==> src/rtl/reorder_buffer.sv <==
// Circular reorder buffer: tag allocation, result capture, in-order commit and flush.
// Optional ROB_BYPASS_EN forwards the writeback broadcast straight to operand queries.
module reorder_buffer #(
    parameter int TAG_W = 4
) (
    input  logic             clk_in,
    input  logic             rst_n_in,
    input  logic             rdy_in,
    input  logic             issue_valid,
    input  logic [4:0]       issue_rd,
    input  logic             issue_is_br,
    input  logic             issue_pred_taken,
    input  logic [31:0]      issue_alt_pc,
    output logic             rob_full,
    output logic [TAG_W-1:0] issue_tag,
    output logic [4:0]       set_reg_q_1,
    output logic [31:0]      set_val_q_1,
    input  logic             wb_valid,
    input  logic [TAG_W-1:0] wb_tag,
    input  logic [31:0]      wb_val,
    input  logic             wb_taken,
    input  logic [TAG_W-1:0] query_tag_1,
    input  logic [TAG_W-1:0] query_tag_2,
    output logic             query_ready_1,
    output logic             query_ready_2,
    output logic [31:0]      query_val_1,
    output logic [31:0]      query_val_2,
    output logic [4:0]       set_reg,
    output logic [31:0]      set_val,
    output logic [4:0]       set_reg_q_2,
    output logic [31:0]      set_val_q_2,
    output logic             RoB_clear,
    output logic [31:0]      clear_pc
);

    localparam int DEPTH = 2 ** TAG_W;
    localparam logic [TAG_W:0] FULL_CNT = {1'b1, {TAG_W{1'b0}}};
    localparam logic [0:0] RUN   = 1'b0;
    localparam logic [0:0] FLUSH = 1'b1;

    logic [0:0]       state_q, state_d;
    logic [TAG_W-1:0] head_q, head_d;
    logic [TAG_W-1:0] tail_q, tail_d;
    logic [TAG_W:0]   count_q, count_d;

    logic [DEPTH-1:0] busy_q;
    logic [DEPTH-1:0] ready_q;
    logic [DEPTH-1:0] br_q;
    logic [DEPTH-1:0] pt_q;
    logic [DEPTH-1:0] tkn_q;
    logic [4:0]       rd_q  [DEPTH];
    logic [31:0]      val_q [DEPTH];
    logic [31:0]      alt_q [DEPTH];

    logic [4:0]  set_reg_q, set_reg2_q;
    logic [31:0] set_val_q, set_val2_q;
    logic        clear_q;
    logic [31:0] clear_pc_q;

    logic        run;
    logic        issue_fire;
    logic        wb_fire;
    logic        commit;
    logic        mispred;
    logic [4:0]  commit_rd;

    always_comb begin
        rob_full   = (count_q == FULL_CNT) || (state_q == FLUSH);
        run        = rdy_in && (state_q == RUN);
        issue_fire = issue_valid && !rob_full && rdy_in;
        wb_fire    = wb_valid && run && busy_q[wb_tag];
        commit     = run && busy_q[head_q] && ready_q[head_q];
        mispred    = commit && br_q[head_q] &&
                     (tkn_q[head_q] != pt_q[head_q]);
        commit_rd  = br_q[head_q] ? 5'd0 : rd_q[head_q];
    end

    always_comb begin
        head_d  = commit ? head_q + TAG_W'(1) : head_q;
        tail_d  = issue_fire ? tail_q + TAG_W'(1) : tail_q;
        count_d = count_q;
        if (issue_fire && !commit) count_d = count_q + (TAG_W+1)'(1);
        if (!issue_fire && commit) count_d = count_q - (TAG_W+1)'(1);
        state_d = RUN;
        if (mispred) begin
            head_d  = '0;
            tail_d  = '0;
            count_d = '0;
            state_d = FLUSH;
        end
    end

    always_ff @(posedge clk_in or negedge rst_n_in) begin
        if (!rst_n_in) begin
            state_q    <= RUN;
            head_q     <= '0;
            tail_q     <= '0;
            count_q    <= '0;
            busy_q     <= '0;
            ready_q    <= '0;
            br_q       <= '0;
            pt_q       <= '0;
            tkn_q      <= '0;
            for (int i = 0; i < DEPTH; i++) begin
                rd_q[i]  <= '0;
                val_q[i] <= '0;
                alt_q[i] <= '0;
            end
            set_reg_q  <= '0;
            set_reg2_q <= '0;
            set_val_q  <= '0;
            set_val2_q <= '0;
            clear_q    <= 1'b0;
            clear_pc_q <= '0;
        end else if (rdy_in) begin
            state_q    <= state_d;
            head_q     <= head_d;
            tail_q     <= tail_d;
            count_q    <= count_d;
            set_reg_q  <= commit ? commit_rd : 5'd0;
            set_reg2_q <= commit ? commit_rd : 5'd0;
            clear_q    <= mispred;
            if (commit) begin
                set_val_q  <= val_q[head_q];
                set_val2_q <= 32'(head_q);
            end
            if (mispred) clear_pc_q <= alt_q[head_q];
            if (issue_fire) begin
                busy_q[tail_q]  <= 1'b1;
                ready_q[tail_q] <= 1'b0;
                rd_q[tail_q]    <= issue_rd;
                br_q[tail_q]    <= issue_is_br;
                pt_q[tail_q]    <= issue_pred_taken;
                alt_q[tail_q]   <= issue_alt_pc;
            end
            if (wb_fire) begin
                ready_q[wb_tag] <= 1'b1;
                val_q[wb_tag]   <= wb_val;
                tkn_q[wb_tag]   <= wb_taken;
            end
            if (commit) busy_q[head_q] <= 1'b0;
            if (mispred) busy_q <= '0;
        end else begin
            // a stalled cycle must never replay the previous commit pulse
            set_reg_q  <= '0;
            set_reg2_q <= '0;
        end
    end

    always_comb begin
        issue_tag     = tail_q;
        set_reg_q_1   = issue_fire ? issue_rd : 5'd0;
        set_val_q_1   = 32'(tail_q);
        set_reg       = rdy_in ? set_reg_q : 5'd0;
        set_reg_q_2   = rdy_in ? set_reg2_q : 5'd0;
        set_val       = set_val_q;
        set_val_q_2   = set_val2_q;
        RoB_clear     = clear_q;
        clear_pc      = clear_pc_q;
        query_ready_1 = busy_q[query_tag_1] && ready_q[query_tag_1];
        query_val_1   = val_q[query_tag_1];
        query_ready_2 = busy_q[query_tag_2] && ready_q[query_tag_2];
        query_val_2   = val_q[query_tag_2];
`ifdef ROB_BYPASS_EN
        if (wb_valid && wb_tag == query_tag_1) begin
            query_ready_1 = 1'b1;
            query_val_1   = wb_val;
        end
        if (wb_valid && wb_tag == query_tag_2) begin
            query_ready_2 = 1'b1;
            query_val_2   = wb_val;
        end
`endif
    end

endmodule

==> config.mk <==
export PLATFORM = sky130hd
export DESIGN_NAME = reorder_buffer
export DESIGN_NICKNAME = d
export VERILOG_FILES = /design/src/rtl/reorder_buffer.sv
export SDC_FILE = /design/constraint.sdc
export NUM_CORES = 2
export LEC_CHECK = 0
export CAP_MARGIN = 20
export CORE_ASPECT_RATIO = 0.5
export CORE_MARGIN = 1
export CORE_UTILIZATION = 65
export CTS_CLUSTER_DIAMETER = 30
export DETAILED_ROUTE_END_ITERATION = 8
export DONT_BUFFER_PORTS = 1
export PLACE_DENSITY = 0.84
export SYNTH_ARGS = -nofsm -noshare
export SYNTH_HDL_FRONTEND = slang
export SYNTH_SLANG_ARGS = --single-unit
==> constraint.sdc <==
create_clock -name clk_in -period 11 [get_ports clk_in]
set_clock_uncertainty 0.2 [all_clocks]
set_input_delay 2.2 -clock clk_in [delete_from_list [all_inputs] [get_ports clk_in]]
set_output_delay 2.2 -clock clk_in [all_outputs]
set_load 0.05 [all_outputs]
==> results.md <==
* Hold WS at 298.1 ps
* Critical Path Source: query_tag_1[1]
* Post-place setup slack at between 4000 and 5000 ps
* Flops & latches, synth at ~1300
* Worst Hold Class: reg2reg
* Main flop type after synthesis: dfrtp_1
* Leakage power at about 31 nW
* DRT Wirelength at between 150 and 200 mm
* Setup TNS at 0 ps
* CTS tree: yes
* Sequential share of the synthesized area at 0.4890
* Clock sink count at 1271
* GR Layer Usage met1 at 0.4500
* Synth Area per Inst at between 15 and 20 um^2
* Hold_sp: alt_q[304]
* EDFF count, synth at 0
* Share of cells above drive strength 1 at 0.5681
* DRC viols at 0
* Slew margin rel. at 0.05578
* IO Port Bufs at 0
* Crit path capture type: output pin
* Slew Viols, Final at 0
* Setup Fix Bufs, Post-CTS at 0
* Fin crit period at roughly 6100 ps
* Max Root-Sink Buffers at 3
* First-pass GRT wire length at 248.3 mm
* Status: finished, final reports clean
* Rows at about 80
* Distinct cells, synth at between 50 and 60
* I/O pins at ~300
* RSZ-0062 raised after global routing: false
* Synth Instances at 3999
* Die Area at approximately 100000 um^2
* Average wire per standard cell at approximately 31 um
* DR vias at roughly 38000
* Grt met3 use at 0.06143
* GRT Max-Usage Layer: met2
* Grt met2 use at 0.5262
* GRT Overall Usage at 0.3275
* Largest net degree at the start of global routing at roughly 1300
* F_max at approximately 160 MHz
* Setup crit start kind: input port
* Initial DRC Count at about 3900
* Initial Util at 0.6610
* Antenna Violating Nets Remaining at 0
* Critical Path Fanout Max at 138
* Synth-to-layout area growth at 9.179%
* H-Tree Depth at 4
* Die width at approximately 450 um
* Vias in the first global route at between 30000 and 40000
* Data required, critical path at ~8600 ps
* Skew-Pair Late Insertion Delay at 770 ps
* Drt pass-1 iters at 6
* Antenna violations before repair at 0
* Cts bufs inserted at 156
* Worst flop-to-flop path startpoint: head_q[1]
* Synth Warn # at 0
* Yosys top cell by area: dfrtp_1
* Setup CP Type: in2out
* Slew @ Worst Pin at approximately 1400 ps
* Final hold violations at 0
* Final #Nets at 3915
* Top cells by area, synth: dfrtp_1 49%, mux4_2 24%, mux2_2 20%
* Clock-pin transition on the worst setup and hold timing paths at ~60 ps
* Synth Cell Area at approximately 65000 um^2
* Setup violators final at 0
* Gpl congestion at between 0.8 and 0.9
* Worst VDD drop at roughly 0.00027 V
* Arr. time, crit path at 3720 ps
* Post-CTS sizing at 0
* Die H at between 200 and 250 um
* Clk root buf: clkbuf_16
* PD cells at about 270 nW/um^2
* Drt via density at about 7.2
* Overflow after GRT at 0
* Fraction of registers with async set/reset at 1.000
* Top cell type's share of synthesized area at 0.4890
* CTS hold repair buffers at 0
* Final worst setup slack at 4880 ps
* DP HPWL at 82.65 mm
* Period utilization at 0.5564
* Core Area at about 98000 um^2
* Diodes inserted at 0
* Max-Cap Viols at 0
[metrics by stage]
stage	cells	power, W	area, um^2	utilization
5_1_grt	5276	0.02012	71020	0.7216
3_3_place_gp	4978	0.01359	65420	0.6648
4_1_cts	5268	0.01924	70820	0.7196
2_1_floorplan	4054	0.01258	65250	-
3_5_place_dp	4978	0.01392	65420	0.6648
6_report	5276	0.01932	71020	0.7216
[cells by family (layout without fill, tap and decap cells)]
family,count (synthesis),count (layout),share of synthesized area
muxes,1880,1880,0.4470
DFF,1271,1271,0.4890
buffers and inverters,463,357,0.03276
and+or+nand+nor,289,289,0.01966
AOI/OAI and AO/OA,76,76,0.008445
adders and majority gates,10,10,0.001924
xor gates and xnor gates,9,9,0.001212
other,1,56,0.00005765
[power breakdown]
| group | switching [W] | total, W | internal [W] |
|---|---|---|---|
| registers | 0.00150 | 0.00780 | 0.00629 |
| logic | 0.00264 | 0.00624 | 0.00360 |
| clock network | 0.00221 | 0.00528 | 0.00307 |
| total | 0.00635 | 0.0193 | 0.0130 |
[registers in the layout, summed over array words and instances (netlist names), 4 cells and up]
name / flops
alt_q: 512
br_q: 16
busy_q: 16
clear_pc: 32
count_q: 5
head_q: 4
issue_tag: 4
pt_q: 16
rd_q: 80
ready_q: 16
set_reg2_q: 5
set_val: 32
set_val_q_2: 4
tkn_q: 16
val_q: 512
[worst max-delay path, stage by stage]
cell	delay, ps
nor2_1	160
a31oi_1	50
a211oi_1	290
a21oi_1	70
o21ai_1	850
[worst paths after layout]
kind,end,slack (ps),depth (start not counted)
worst max-delay path,query_ready_1,4880,5
worst min-delay path,alt_q[304],300,1
worst min register to register,alt_q[304],300,1
min in group asynchronous,alt_q[307],1280,1
worst max register to register,clear_pc[12],5810,6
max in group asynchronous,val_q[30],5750,4
[placed cells by master (no fill, tap or decap), types with 9 or more instances in the layout]
cell type and instances:
and3_1 9, a311oi_1 10, nand3_1 10, o21ai_0 10, and2_1 11, mux2_2 1153
bufinv_16 10, a31oi_1 10, clkinvlp_4 23, conb_1 56, a221oi_1 15, nor2b_1 12
dfrtp_1 1267, inv_1 18, nand2_2 12, mux4_2 689, inv_6 26, ha_1 10
nand3_4 11, mux2_4 32, clkinv_8 10, buf_4 39, clkinv_2 16, clkbuf_1 10
nor2_1 31, nand2_1 164, clkbuf_16 163, clkinv_4 16, a21oi_1 10
[per-layer routing]
layer,vias to the layer above,share of wire
li1,15050,-
met1,20590,0.39
met2,1752,0.49
met3,374,0.077
met4,0,0.036
met5,-,0
[cell usage after synthesis (all sizes together) (3+ instances only)]
master and number:
and3 10, clkbuf 247, nor2 31, inv 18, mux2 1185, and2 11, a221oi 15, a31oi 11
dfrtp 1271, a21oi 10, xnor2 4, o211ai 3, mux4 691, nor3 3, ha 10, nand2b 3
a311oi 10, nand2 176, xor2 5, mux2i 4, nand4 7, buf 198, o21ai 11, and4 3
nand3 26, nor2b 12
[final cells by class]
| type | count | area, um^2 |
|---|---|---|
| Clock inverter | 109 | 1174 |
| Tap cell | 1328 | 1662 |
| Multi-Input combinational cell | 2320 | 31540 |
| Sequential cell | 1271 | 31820 |
| Inverter | 18 | 67.56 |
| Fill cell | 5679 | 27390 |
| Timing Repair Buffer | 49 | 530.5 |
| Clock buffer | 181 | 4227 |
No activity file was read; power rests on OpenSTA's default activity.
